File: config.mk
export PLATFORM = sky130hd
export DESIGN_NAME = dual_rail_result_collector
export DESIGN_NICKNAME = d
export VERILOG_FILES = /design/src/rtl/dual_rail_result_collector.sv
export SDC_FILE = /design/constraint.sdc
export NUM_CORES = 1
export LEC_CHECK = 0
export BUFFER_PORTS_ARGS = -buffer_cell sky130_fd_sc_hd__buf_2
export CAP_MARGIN = 20
export CORE_MARGIN = 4
export CORE_UTILIZATION = 50
export DETAILED_ROUTE_END_ITERATION = 10
export PLACE_DENSITY = 0.9
export SLEW_MARGIN = 20
export SYNTH_ARGS = -nofsm -noshare
export SYNTH_HDL_FRONTEND = slang
export SYNTH_SLANG_ARGS = --single-unit
File: constraint.sdc
create_clock -name clk -period 1.9 [get_ports clk]
set_input_delay 0.19 -clock clk [delete_from_list [all_inputs] [get_ports clk]]
set_output_delay 0.19 -clock clk [all_outputs]
set_load 0.01 [all_outputs]
File: src/rtl/dual_rail_result_collector.sv
// Collects results from a duplicated (X/Y) adder with two-rail error codes, selects a
// trustworthy result, requests retries on disagreement and latches a fault when retries run out.
module dual_rail_result_collector #(
    parameter int unsigned MAX_RETRY = 2,
    parameter int unsigned CNT_W     = 4
) (
    input  logic             clk,
    input  logic             rst_n,
    input  logic             in_valid,
    input  logic [2:0]       X,
    input  logic             XC,
    input  logic             XE0,
    input  logic             XE1,
    input  logic [2:0]       Y,
    input  logic             YC,
    input  logic             YE0,
    input  logic             YE1,
    input  logic             out_ready,
    input  logic             clr_fault,
    output logic             in_ready,
    output logic             out_valid,
    output logic [3:0]       out_data,
    output logic             retry_req,
    output logic             fault,
    output logic [CNT_W-1:0] err_cnt
);

    localparam int unsigned RW = (MAX_RETRY > 0) ? $clog2(MAX_RETRY + 1) : 1;

    typedef enum logic [1:0] {
        IDLE  = 2'd0,
        HOLD  = 2'd1,
        RETRY = 2'd2,
        FAULT = 2'd3
    } state_t;

    state_t           state_q;
    state_t           state_d;
    logic [3:0]       data_d;
    logic [RW-1:0]    rcnt_q;
    logic [RW-1:0]    rcnt_d;
    logic [CNT_W-1:0] ecnt_d;
    logic [CNT_W-1:0] ecnt_inc;
    logic             x_ok;
    logic             y_ok;
    logic [3:0]       x_res;
    logic [3:0]       y_res;

    // A rail is healthy only on code 10; 00 and 11 both flag an error
    assign x_ok     = XE1 & ~XE0;
    assign y_ok     = YE1 & ~YE0;
    assign x_res    = {XC, X};
    assign y_res    = {YC, Y};
    assign ecnt_inc = (err_cnt == '1) ? err_cnt : err_cnt + CNT_W'(1);

    // Next-state, held result, retry and error counters
    always_comb begin
        state_d = state_q;
        data_d  = out_data;
        rcnt_d  = rcnt_q;
        ecnt_d  = err_cnt;
        case (state_q)
            IDLE: begin
                if (in_valid) begin
                    if (x_ok && y_ok && (x_res == y_res)) begin
                        data_d  = x_res;
                        rcnt_d  = '0;
                        state_d = HOLD;
                    end else if (x_ok ^ y_ok) begin
                        data_d  = x_ok ? x_res : y_res;
                        rcnt_d  = '0;
                        ecnt_d  = ecnt_inc;
                        state_d = HOLD;
                    end else begin
                        ecnt_d = ecnt_inc;
                        if (32'(rcnt_q) < MAX_RETRY) begin
                            rcnt_d  = rcnt_q + RW'(1);
                            state_d = RETRY;
                        end else begin
                            state_d = FAULT;
                        end
                    end
                end
            end
            HOLD: begin
                if (out_ready) begin
                    state_d = IDLE;
                end
            end
            RETRY: begin
                state_d = IDLE;
            end
            FAULT: begin
                if (clr_fault) begin
                    rcnt_d  = '0;
                    state_d = IDLE;
                end
            end
            default: begin
                state_d = IDLE;
            end
        endcase
    end

    // State register; status outputs are registered decodes of the next state
    always_ff @(posedge clk or negedge rst_n) begin
        if (!rst_n) begin
            state_q   <= IDLE;
            out_data  <= '0;
            rcnt_q    <= '0;
            err_cnt   <= '0;
            in_ready  <= 1'b1;
            out_valid <= 1'b0;
            retry_req <= 1'b0;
            fault     <= 1'b0;
        end else begin
            state_q   <= state_d;
            out_data  <= data_d;
            rcnt_q    <= rcnt_d;
            err_cnt   <= ecnt_d;
            in_ready  <= (state_d == IDLE);
            out_valid <= (state_d == HOLD);
            retry_req <= (state_d == RETRY);
            fault     <= (state_d == FAULT);
        end
    end

endmodule

==> impl_results.md <==
* R2R depth at 5
* Wl on met1 at 985 µm
* Crit path max fanout at 14
* Syn nets at 117
* Die Y at 52.55 µm
* Measured slew at the worst slew-check pin at 0.4690 ns
* GPL Wtd Cong at 0.8365
* Vias per cell at a little under 6
* Max Slew Vio Count at 0
* Boundary Pins at 29
* CP Data Arrival Time at 1.96 ns
* Critical R2R Capture: out_data[2]$_DFFE_PN0P_
* Syn Area/Cell at 10.56 µm²
* DRT Pass-1 Iters at 4
* Initial DRC Count at 11
* Post-CTS Setup Repair Bufs at 0
* Final nets at 150
* Cell family with most CP delay: adder cells
* Root buf cell: clkbuf_4
* Register area share after synthesis at 40.48%
* Total GRT Usage at 17.17%
* Library cells used by synthesis at 39
* Final worst setup slack at 0.1442 ns
* Initial core utilization at a little under three fifths
* Synth Area in Simple Gates at 15.01%
* RSZ-0062 raised after global routing: false
* Vias in the first global route at 780
* Share of cells above drive strength 1 at 33.33%
* Reg area at ~400 µm²
* CTS Sinks at 16
* Critical R2R Launch: state_q[1]$_DFF_PN0_
* Critical Path Start Type: flop
* Clk buf depth at 2
* CP peak stage delay at 0.47 ns
* Hold path endpoint: out_data[1]$_DFFE_PN0P_
* Clock slew at reported path FFs at 0.09 ns
* Hold Path Origin: in_valid
* Largest net degree at the start of global routing at 17
* Leak Pwr at 0.0005520 µW
* Post-Synth XOR/XNOR Area at under 10%
* Final period util at 92.41%
* Final setup viols at 0
* Final Hold Viols at 0
* Highest clock rate at about 570 MHz
* Worst EP required at between 2 and 2.5 ns
* Crit path kind: flop to flop
* Cell Rows at 15
* Initial antenna violation count at 0
* HP Class: input pin to flop
* TritonCTS clock tree: built
* Post-DP Area at 1165 µm²
* Multi-input logic area at 566.8 µm²
* Status: complete, no violations
* Worst skew pair latency at 0.29 ns
* Compound-Gate Fraction of Synth Area at 20.81%
* Die area at 2761 µm²
* Largest family of logic cells by synthesized area: compound AO/OA/AOI/OAI gates
* Post-Syn Instances at 94
* Synth Area in Adders at 7.566%
* Drt drc at 0
* Worst Path Buf+Inv at 1
* Synthesized area at 992.2 µm²
* Fill count at 150
* Wire length on met2 at 1054 µm
* Most frequent cells in the layout: buf_2, dfrtp_1, nand2_1, ha_1
* Crit path time final at roughly 1.8 ns
* Flop2flop setup slack at 0.14 ns
* Vias post-DR at between 800 and 900
* Routed WL per cell at 14.98 µm
* First-pass GRT wire length at 3505 µm
* Core area at 1802 µm²
* Final ANT Viol Nets at 0
* Most common cell after layout, fill and taps aside: buf_2
* Total global routing overflow at 0
* Place WS at 0.1817 ns
* Mux contribution to synthesized area at 8.449%
* H-tree depth at 1
* Critical-path top delay cell: ha_1
* # port buffers at 28
* Peak supply drop at around 850 µV
* Layout Area Growth over Synthesis at 21.19%
* DR top layer: met4
* Die W at 52.55 µm
* Inserted Diodes at 0
* Worst path cell trace: inv_1 > ha_1 > and4_1 > a211oi_1 > a41oi_1
* Relative slew slack at about 70%
* CTS Buf Count at 3
* Post-Route WL at 2262 µm
* WL met3 at around 180 µm
* Setup Total Neg Slack at 0 ns
* #FFs+latches synth at 16
* Hold path depth at 2
* Yosys warns at 0
* Crit end category: flop
* Power per cell area at 1450 nW/µm²
* Design area at approximately 1200 µm²
* HPWL Detailed at 1701 µm
* Worst Skew at roughly 0.00097 ns
* Max-cap violations at 0
[metal layers]
| layer | global-route usage (%) | vias to the layer above |
|---|---|---|
| li1 | - | 424 |
| met1 | 20.76 | 406 |
| met2 | 29.34 | 42 |
| met3 | 3.989 | 9 |
| met4 | 6.383 | 0 |
| met5 | 0 | - |
[cell usage after synthesis, drive strengths merged]
cell / count / area, µm²
and4: 1 / 8.760
a32oi: 1 / 8.760
o32ai: 1 / 8.760
inv: 3 / 11.26
dfrtp: 15 / 375.4
nor3: 1 / 5.000
o21ai: 2 / 10.01
a21oi: 2 / 10.01
mux2: 3 / 33.78
a211oi: 4 / 30.03
buf: 2 / 10.01
nand2b: 2 / 12.51
xnor2: 5 / 51.30
a31oi: 1 / 6.260
dfstp: 1 / 26.28
nor2: 2 / 7.510
mux2i: 5 / 50.05
o22ai: 2 / 12.51
nand2: 7 / 28.78
a21o: 1 / 7.510
o31a: 1 / 8.760
nor2b: 4 / 25.02
clkbuf: 1 / 3.750
nand3: 6 / 35.03
a41oi: 4 / 35.03
a211o: 1 / 8.760
and3: 3 / 20.02
or3: 1 / 6.260
o21bai: 2 / 18.77
a2111oi: 1 / 8.760
ha: 6 / 75.07
o2111ai: 3 / 32.53
[state kept, by name, summed over array words and instances, names as in the netlist]
| name | flops |
|---|---|
| err_cnt | 4 |
| fault | 1 |
| in_ready | 1 |
| out_data | 4 |
| out_valid | 1 |
| rcnt_q | 2 |
| retry_req | 1 |
| state_q | 2 |
[layout make-up]
class                           instances  area share (%)
Clock buffer                            4           2.185
Sequential cell                        16           33.40
Tap cell                               25           2.601
Multi-Input combinational cell         72           47.14
Timing Repair Buffer                   31           13.74
Inverter                                3          0.9365
[stage by stage]
step	util [%]	std cells	total power, µW	hold WS, ns
5_1_grt	66.74	151	1881	0.3100
3_3_place_gp	64.65	146	1494	0.1076
6_report	66.74	151	1744	0.2925
2_1_floorplan	-	94	1245	-0.1056
3_5_place_dp	64.65	146	1545	0.1179
4_1_cts	66.67	151	1742	0.2914
[worst max path at each step]
stage	from	end	slack, ns	depth (start not counted)
floorplan	XE1	err_cnt[1]$_DFFE_PN0P_	0.38	6
global placement	state_q[1]$_DFF_PN0_	err_cnt[1]$_DFFE_PN0P_	0.28	4
detailed placement	state_q[1]$_DFF_PN0_	out_data[2]$_DFFE_PN0P_	0.18	5
CTS	state_q[1]$_DFF_PN0_	out_data[2]$_DFFE_PN0P_	0.15	5
global route	state_q[1]$_DFF_PN0_	out_data[0]$_DFFE_PN0P_	0.02	5
finish	state_q[1]$_DFF_PN0_	out_data[2]$_DFFE_PN0P_	0.14	5
[where the power goes]
part | total (µW) | internal (µW) | leakage (µW) | switching, µW
Clock | 190 | 81.8 | 0.0000150 | 109
Sequential | 653 | 512 | 0.000191 | 141
Combinational | 900 | 419 | 0.000346 | 481
Total | 1740 | 1010 | 0.000552 | 730
[what timing repair did]
action,in CTS,in global routing
hold endpoints to repair,15,0
hold buffers,1,0
endpoints found under the setup margin,0,1
gates resized for setup,0,1
[cell families after synthesis]
group,after synthesis
compound gates,26
xor+xnor,5
fa+ha+maj,6
buf+inv,6
flops,16
mux,8
simple gates,27
No activity file was read; power rests on OpenSTA's default activity.
